File: config.mk
export PLATFORM = sky130hd
export DESIGN_NAME = raster_addr_counter
export DESIGN_NICKNAME = d
export VERILOG_FILES = /design/src/rtl/raster_pkg.sv /design/src/rtl/axis_counter.sv /design/src/rtl/raster_addr_counter.sv
export SDC_FILE = /design/constraint.sdc
export NUM_CORES = 1
export LEC_CHECK = 0
export ABC_AREA = 1
export ABC_CLOCK_PERIOD_IN_PS = 5560
export CORE_AREA = 2 2 66 74
export DETAILED_ROUTE_END_ITERATION = 12
export DIE_AREA = 0 0 68 76
export GPL_ROUTABILITY_DRIVEN = 0
export PLACE_DENSITY = 0.86
export RECOVER_POWER = 50
export SLEW_MARGIN = 30
export SYNTH_ARGS = -nofsm -noshare
export SYNTH_HDL_FRONTEND = slang
export SYNTH_HIERARCHICAL = 1
export SYNTH_SLANG_ARGS = --single-unit
File: constraint.sdc
create_clock -name clk -period 5.56 [get_ports clk]
set_input_delay 0.556 -clock clk [delete_from_list [all_inputs] [get_ports clk]]
set_output_delay 0.556 -clock clk [all_outputs]
set_load 0.01 [all_outputs]
File: src/rtl/raster_pkg.sv
// Shared types for the raster address generator: per-axis count direction
// and end-of-frame behaviour.
package raster_pkg;

  typedef enum logic {DIR_UP = 1'b0, DIR_DOWN = 1'b1} dir_e;
  typedef enum logic {MODE_STOP = 1'b0, MODE_WRAP = 1'b1} wrap_e;

endpackage

File: src/rtl/axis_counter.sv
// One raster axis: counts 0..N-1 up or N-1..0 down, reloading its start value
// on load or when stepped past its terminal value.
module axis_counter
  import raster_pkg::*;
#(
  parameter int WIDTH = 10,
  parameter int N     = 1024
) (
  input  logic             clk,
  input  logic             reset,
  input  dir_e             dir,
  input  logic             load,
  input  logic             step,
  output logic [WIDTH-1:0] value,
  output logic             at_terminal
);

  localparam logic [WIDTH-1:0] LAST = WIDTH'(N - 1);
  localparam logic [WIDTH-1:0] ZERO = '0;
  localparam logic [WIDTH-1:0] ONE  = WIDTH'(1);

  logic [WIDTH-1:0] start_value;
  logic [WIDTH-1:0] terminal_value;

  function automatic logic [WIDTH-1:0] stepped(input logic [WIDTH-1:0] v, input dir_e d);
    return (d == DIR_DOWN) ? v - ONE : v + ONE;
  endfunction

  assign start_value    = (dir == DIR_DOWN) ? LAST : ZERO;
  assign terminal_value = (dir == DIR_DOWN) ? ZERO : LAST;
  // Explicit terminal compare keeps non-power-of-two ranges from wrapping through 2**WIDTH.
  assign at_terminal    = (value == terminal_value);

  always_ff @(posedge clk or negedge reset) begin
    if (!reset) begin
      value <= ZERO;
    end else if (load) begin
      value <= start_value;
    end else if (step) begin
      value <= at_terminal ? start_value : stepped(value, dir);
    end
  end

endmodule

File: src/rtl/raster_addr_counter.sv
// Two-axis raster address generator: column carries into row, with line/frame
// completion pulses and wrap or stop-at-end behaviour latched on clear.
module raster_addr_counter
  import raster_pkg::*;
#(
  parameter int COL_WIDTH = 10,
  parameter int ROW_WIDTH = 10,
  parameter int NUM_COLS  = 1024,
  parameter int NUM_ROWS  = 1024
) (
  input  logic                 clk,
  input  logic                 reset,
  input  logic                 clear,
  input  logic                 enable,
  input  logic                 col_dir,
  input  logic                 row_dir,
  input  logic                 wrap_mode,
  output logic [COL_WIDTH-1:0] col,
  output logic [ROW_WIDTH-1:0] row,
  output logic                 line_done,
  output logic                 frame_done,
  output logic                 halted
);

  dir_e  col_dir_q;
  dir_e  row_dir_q;
  wrap_e wrap_q;
  dir_e  col_dir_sel;
  dir_e  row_dir_sel;
  logic  col_term;
  logic  row_term;
  logic  advance;
  logic  frame_end;
  logic  stop_here;
  logic  col_step;
  logic  row_step;

  // On clear the incoming directions drive the start-value load directly.
  assign col_dir_sel = clear ? dir_e'(col_dir) : col_dir_q;
  assign row_dir_sel = clear ? dir_e'(row_dir) : row_dir_q;

  assign advance   = enable && !halted && !clear;
  assign frame_end = col_term && row_term;
  assign stop_here = frame_end && (wrap_q == MODE_STOP);
  assign col_step  = advance && !stop_here;
  assign row_step  = advance && col_term && !stop_here;

  always_ff @(posedge clk or negedge reset) begin
    if (!reset) begin
      col_dir_q <= DIR_UP;
      row_dir_q <= DIR_UP;
      wrap_q    <= MODE_WRAP;
    end else if (clear) begin
      col_dir_q <= dir_e'(col_dir);
      row_dir_q <= dir_e'(row_dir);
      wrap_q    <= wrap_e'(wrap_mode);
    end
  end

  always_ff @(posedge clk or negedge reset) begin
    if (!reset) begin
      line_done  <= 1'b0;
      frame_done <= 1'b0;
      halted     <= 1'b0;
    end else if (clear) begin
      line_done  <= 1'b0;
      frame_done <= 1'b0;
      halted     <= 1'b0;
    end else begin
      line_done  <= advance && col_term;
      frame_done <= advance && frame_end;
      halted     <= halted || (advance && stop_here);
    end
  end

  axis_counter #(
    .WIDTH(COL_WIDTH),
    .N    (NUM_COLS)
  ) u_col (
    .clk        (clk),
    .reset      (reset),
    .dir        (col_dir_sel),
    .load       (clear),
    .step       (col_step),
    .value      (col),
    .at_terminal(col_term)
  );

  axis_counter #(
    .WIDTH(ROW_WIDTH),
    .N    (NUM_ROWS)
  ) u_row (
    .clk        (clk),
    .reset      (reset),
    .dir        (row_dir_sel),
    .load       (clear),
    .step       (row_step),
    .value      (row),
    .at_terminal(row_term)
  );

endmodule
==> impl_results.md, run 1 <==
* Total grt overflow at 0
* # resized after CTS at 0
* CTS root buffer: clkbuf_8
* # rows at 26
* Hold/Removal Path Class: flop to flop
* Nets at approximately 380
* Reg power frac at 0.314
* Fillers at roughly 430
* Synth unique cells at 29
* Seq cells post-synth at 26
* Net Sw Frac at 0.406
* Antenna diode count at 0
* Reg clk slew, reported paths at approximately 0.1 ns
* Initial antenna violation count at 0
* Worst clock skew at 0.00552 ns
* Wirelength, routed at 5290 µm
* TritonCTS buffer count at 3
* DR DRC count at 0
* CP arrival at approximately 4.4 ns
* Die footprint at roughly 0.0052 mm²
* Die Y at around 76 µm
* Max VDD drop at about 0.16 mV
* Post-DR vias/cell at ~5.3
* Setup Viol. Count Final at 0
* Synthesis-to-finish area growth at 18.0%
* CTS tree: built
* Iter 0 DRT Violations at around 120
* Worst EP required at between 5 and 6 ns
* Worst Max-Slew Pin Slew at roughly 1.4 ns
* Slew HR at 0.0636
* Fmax achieved at between 200 and 250 MHz
* Core Util, Final at 0.592
* CP cell instances: dlygate4sd3_1 > inv_2 > nand2_1 > nand2_1 > ha_1 > nand2_2 > nor2_4 > nand4_2 > inv_1 > nand2_1 > nor2_2 > nor2_1 > nor2_1 > a21oi_2 > o21ai_1 > nand2_1
* CP Buf/Inv Count at 3
* Internal Power at roughly 470 µW
* Post-Place Setup Slack at 1.17 ns
* Crit path from: clear
* Critical path class: input port to flop
* # IOs at 30
* Post-Syn Instances at around 330
* Synth Warn # at 6
* # port buffers at 29
* Vias in the first global route at ~2100
* Setup TNS at 0 ns
* Pwr Total at 787 µW
* Syn Std Cell Area at 0.00225 mm²
* Sink Count at 26
* P_sw at ~320 µW
* CP top delay family: simple AND/OR/NAND/NOR gates
* Cell Pwr Density at approximately 300 mW/mm²
* Largest net degree at the start of global routing at 27
* CP endpoint kind: flop
* TritonRoute pass-1 iters at 4
* Die W at about 68 µm
* Crit Path Max Fanout at 16
* Min Clock Period, post-route at ~4.2 ns
* Syn Area/Cell at about 7 µm²
* Tcrit/Tclk final at 0.762
* Clock Tree Buf Depth at 2
* Routed WL per cell at 12.8 µm
* CP max stage cell: dlygate4sd3_1
* H-tree levels at 1
* Startpoint types: input port
* R2R Path Start: col_dir_q
* GRT Util Overall at 0.223
* Initial core utilization at 0.502
* Worst-Skew Late Latency at 0.27 ns
* Mapped Nets at 353
* Max_cap viols at 0
* RSZ-0062 raised after global routing: no
* Core box area at 0.00449 mm²
* HPWL Detailed at about 4100 µm
* Cell mode on critical path: nand2_1
* Seq/Total Area, Yosys at 0.289
* Status: finished clean
* Total number of vias at ~2200
* Hold Startpoint: halted
* Crit-path max cell delay at ~0.84 ns
* Setup slack after layout at about 1.3 ns
* First-pass GRT wire length at slightly above 9000 µm
* Clock share of power at 0.202
* Leak Pwr at around 1.5 nW
* Cts hold-fix bufs at 0
* Post-DRT Antenna Nets at 0
* Final hold vios at 0
* Layout cells sized above 1 at 0.0838
* Gate power share at 0.484
* Post-CTS Setup Bufs at 0
* Fin. max-slew vios at 0
-- cell type report --
type                            instances  area [µm²]  share of cell area
Clock buffer                            3        41.3              0.0155
Tap cell                               56        70.1              0.0264
Clock inverter                          1        30.0              0.0113
Sequential cell                        26         652               0.245
Inverter                               48         180              0.0678
Timing Repair Buffer                   30         294               0.111
Multi-Input combinational cell        250        1390               0.523
-- logic make-up (layout without fill, tap and decap cells) --
logic type,count (synthesis),count (layout),synth area share
fa+ha+maj,18,18,0.107
xor+xnor,10,10,0.0455
simple gates,176,176,0.356
compound gates,46,46,0.109
buf+inv,52,82,0.0933
flops,26,26,0.289
-- synthesized netlist by cell type --
cell type,number,area share
o22ai_1,2,0.0056
nor2_4,2,0.010
xnor2_1,2,0.0078
dfrtp_1,25,0.28
nand4_1,5,0.014
xor2_2,2,0.014
nor2_1,23,0.038
a21oi_2,2,0.0078
nor2_2,2,0.0056
o21ai_1,12,0.027
nor3_4,2,0.014
o21ai_0,6,0.013
clkbuf_1,2,0.0033
nand3_1,20,0.044
a21oi_1,22,0.049
inv_1,43,0.072
o21a_1,2,0.0067
nand3_2,4,0.018
ha_1,16,0.089
buf_6,2,0.010
nor3_1,2,0.0044
fa_1,2,0.018
xor2_1,6,0.023
nand2_1,108,0.18
nand2_2,6,0.017
clkinv_1,2,0.0033
dfstp_2,1,0.012
nand4_2,2,0.011
inv_2,3,0.0050
-- routing by layer --
layer,routed length (µm),vias to the layer above,share of wire,GRT usage
li1,-,1109,-,-
met1,2210,1013,0.42,0.268
met2,2770,58,0.52,0.405
met3,214,14,0.040,0.0207
met4,96,0,0.018,0.0700
met5,0,-,0,0
-- cell usage in the layout, fill, tap and decap left out, types with 5 or more instances in the layout --
cell type	Yosys	layout
nand2_1	108	108
inv_1	43	43
dfrtp_1	25	25
nor2_1	23	23
a21oi_1	22	22
nand3_1	20	20
clkdlybuf4s50_1	0	17
ha_1	16	16
dlygate4sd3_1	0	12
o21ai_1	12	12
xor2_1	6	6
nand2_2	6	6
o21ai_0	6	6
nand4_1	5	5
-- flip-flops by register name (all words and copies together) (netlist names) --
| register | count |
|---|---|
| u_col/value | 10 |
| line_done | 1 |
| halted | 1 |
| frame_done | 1 |
| row_dir_q | 1 |
| wrap_q | 1 |
| col_dir_q | 1 |
| u_row/value | 10 |
-- metrics by stage --
stage | hold slack, ns | std cells | instance area (µm²)
2_1_floorplan | 0.260 | 328 | 2250
3_3_place_gp | 0.470 | 410 | 2590
3_5_place_dp | 0.471 | 410 | 2590
4_1_cts | 0.514 | 414 | 2660
5_1_grt | 0.545 | 414 | 2660
6_report | 0.516 | 414 | 2660
-- power groups by stage --
stage / Sequential (mW) / Clock, mW / Combinational (mW)
2_1_floorplan: 0.255 / 0 / 0.261
6_report: 0.247 / 0.159 / 0.381
3_3_place_gp: 0.252 / 0 / 0.371
5_1_grt: 0.252 / 0.170 / 0.428
4_1_cts: 0.248 / 0.161 / 0.384
3_5_place_dp: 0.251 / 0 / 0.381
-- worst register-to-register path, cell delays in order (launching register included) --
cell and delay [ns]:
dfrtp_1 0.37, nand2_1 0.06, nand2_1 0.39, ha_1 0.61, nand2_2 0.11, nor2_4 0.14
nand4_2 0.18, inv_1 0.13, nand2_1 0.09, nor2_2 0.13, nor2_1 0.08, nor2_1 0.62
a21oi_2 0.11, o21ai_1 0.13, nand2_1 0.07
-- final timing paths --
path                             endpoint  slack [ns]  cells past startpoint
setup / recovery           u_col/value[8]        1.32                     16
hold / removal                     halted        0.52                      2
setup reg to reg           u_col/value[8]        2.22                     14
hold reg to reg                    halted        0.52                      2
max in group asynchronous  u_row/value[1]        3.62                      2
min in group asynchronous  u_col/value[0]        1.12                      2
Note: power is estimated with default switching activity, not from simulation.
==> inputs of run 2 (changes only) <==
--- a/config.mk
+++ b/config.mk
@@ -6,7 +6,7 @@
 export NUM_CORES = 1
 export LEC_CHECK = 0
 export ABC_AREA = 1
-export ABC_CLOCK_PERIOD_IN_PS = 5560
+export ABC_CLOCK_PERIOD_IN_PS = 4300
 export CORE_AREA = 2 2 66 74
 export DETAILED_ROUTE_END_ITERATION = 12
 export DIE_AREA = 0 0 68 76
==> constraint.sdc (replaced) <==
create_clock -name clk -period 4.3 [get_ports clk]
set_input_delay 0.43 -clock clk [delete_from_list [all_inputs] [get_ports clk]]
set_output_delay 0.43 -clock clk [all_outputs]
set_load 0.01 [all_outputs]
==> run 2 against run 1 <==
- sequential share of layout area shrank 0.17 points
- critical path type unchanged
- die area did not move
- cell area increased by 0.71%
- hold slack worse by 0.043 ns
==> impl_results.md, run 2 (synthesis gave the netlist of run 1 again) <==
* Status: finished clean
* Setup Viol. Count Final at 0 (unchanged)
* TritonRoute pass-1 iters at 4 (unchanged)
* Die Y at 76 µm (unchanged)
* Critical path class: input port to flop
* Post-placement cell area at 0.00261 mm² (+0.87%)
* Fmax achieved at 267 MHz
* Max_cap viols at 0 (unchanged)
* Total grt overflow at 0 (unchanged)
* Cell Pwr Density at 382 mW/mm² (+29%)
* # resized after CTS at 0 (unchanged)
* CP cell instances: clkdlybuf4s50_1 > clkbuf_1 > nand2_1 > nand2_1 > ha_1 > nand2_2 > nor2_4 > nand4_2 > inv_1 > nand2_1 > nor2_2 > nor2_1 > nor2_1 > buf_4 > a21oi_1 > o21ai_0
* Tcrit/Tclk final at 0.872
* Startpoint types: input port
* # rows at 26 (unchanged)
* Post-CTS Setup Bufs at 0 (unchanged)
* Worst EP required at 4.50 ns (-1.22 ns)
* Reg2reg path depth at 14 (unchanged)
* Cell mode on critical path: nand2_1
* Die footprint at 0.00517 mm² (unchanged)
* DR DRC count at 0 (unchanged)
* Worst-Skew Late Latency at 0.27 ns (about the same)
* # port buffers at 29 (unchanged)
* Largest net degree at the start of global routing at 27 (unchanged)
* Setup TNS at 0 ns (unchanged)
* Leak Pwr at 1.48 nW (+0.64%)
* TritonCTS buffer count at 3 (unchanged)
* Total number of vias at 2208 (+0.64%)
* CP endpoint kind: flop
* M3 GR Usage at 0.0236 (+0.00295)
* CP max stage cell: nand2_1
* CP arrival at 3.95 ns (-0.45 ns)
* Core box area at 0.00449 mm² (unchanged)
* Reg clk slew, reported paths at 0.10 ns (about the same)
* Final hold slack at 0.473 ns (-0.0430 ns)
* CTS root buffer: clkbuf_8
* Crit-path max cell delay at 0.52 ns (-0.32 ns)
* Min Clock Period, post-route at 3.75 ns
* Die W at 68 µm (unchanged)
* Post-DRT Antenna Nets at 0 (unchanged)
* Nets at 387 (+0.78%)
* RSZ-0062 raised after global routing: no
* Met2 usage at 0.355 (-0.0495)
* Routed WL per cell at 12.4 µm (-3.0%)
* First-pass GRT wire length at 8710 µm (-4.8%)
* Pwr Total at 1.02 mW (+30%)
* Met1 Use GR at 0.273 (+0.00487)
* Largest regs: u_col/value: 10 flops, u_row/value: 10 flops
* Post-DR vias/cell at 5.29 (about the same)
* Final hold vios at 0 (unchanged)
* Cts hold-fix bufs at 0 (unchanged)
* Antenna diode count at 0 (unchanged)
* Wirelength, routed at 5170 µm (-2.3%)
* Vias in the first global route at 2066 (-3.4%)
* GRT Util Overall at 0.210 (-0.0130)
* Max VDD drop at 0.184 mV (+17%)
* Iter 0 DRT Violations at 172 (+48%)
* Hold/Removal Path Class: flop to flop
* Synthesis-to-finish area growth at 18.8%
* CTS tree: built
* Layout cells sized above 1 at 0.0886 (+0.00484)
* H-tree levels at 1 (unchanged)
* Cell count of the worst hold path at 2 (unchanged)
* Most common cell after layout, fill and taps aside: nand2_1
* Initial antenna violation count at 0 (unchanged)
* Final instance area at 0.00268 mm² (+0.71%)
* Most frequent cells in the layout: 108 x nand2_1, 43 x inv_1, 25 x dfrtp_1
* Crit Path Max Fanout at 16 (unchanged)
* HPWL Detailed at 4050 µm (-0.33%)
* Worst clock skew at 0.00111 ns (-0.00441 ns)
* Clock Tree Buf Depth at 2 (unchanged)
* Slew HR at 0.0606 (-0.00297)
* Worst Max-Slew Pin Slew at 1.41 ns (+0.00446 ns)
* Sink Count at 26 (unchanged)
* Initial core utilization at 0.502 (unchanged)
* GR peak layer: met2
* Fin. max-slew vios at 0 (unchanged)
* # IOs at 30 (unchanged)
[run 2: changes by cell type in the layout (fill, tap and decap cells not counted), sizes merged]
| cell | previous run | this run |
|---|---|---|
| clkdlybuf4s50 | 17 | 20 |
| dlygate4sd3 | 12 | 9 |
| buf | 0 | 2 |
| clkbuf | 4 | 5 |
[run 2: power by group]
part | switching, mW | total [mW] | leakage [nW] | internal (mW)
logic | 0.292 | 0.496 | 1.12 | 0.204
clock network | 0.0827 | 0.207 | 0.0357 | 0.125
registers | 0.0401 | 0.319 | 0.321 | 0.279
[run 2: per-layer routing]
metal  up-vias  share of wire
li1       1118              -
met1      1019           0.44
met2        61           0.50
met3        10          0.047
met4         0          0.018
met5         -              0
[run 2: area by class of cell]
class	count	area [µm²]
fillers	438	1810
clock buffers	3	41.3
inverters	48	180
multi-input cells	250	1390
clock inverters	1	30.0
flip-flops and latches	26	652
well taps	56	70.1
repair buffers	33	313
[run 2: metrics by stage]
stage / util / std cells / setup WS (ns)
floorplan: - / 328 / 1.66
global placement: 0.582 / 413 / 0.546
detailed placement: 0.582 / 413 / 0.433
CTS: 0.598 / 417 / 0.671
global route: 0.596 / 417 / 0.230
finish: 0.596 / 417 / 0.551
[run 2: worst max-delay path: cells and delay by family]
family | cells | cell delay [ns]
AO/OA/AOI/OAI | 2 | 0.14
buffers and inverters | 4 | 1.23
AND/OR/NAND/NOR | 9 | 1.78
adder cells (fa/ha/maj) | 1 | 0.36
[run 2: path summary, 6_finish.rpt]
path / from / endpoint / slack, ns
worst min-delay path: wrap_q / wrap_q / 0.47
min in group asynchronous: reset / u_col/value[0] / 1.00
worst max-delay path: clear / u_col/value[0] / 0.55
worst min register to register: wrap_q / wrap_q / 0.47
worst max register to register: col_dir_q / u_col/value[0] / 1.11
max in group asynchronous: reset / u_row/value[1] / 2.48
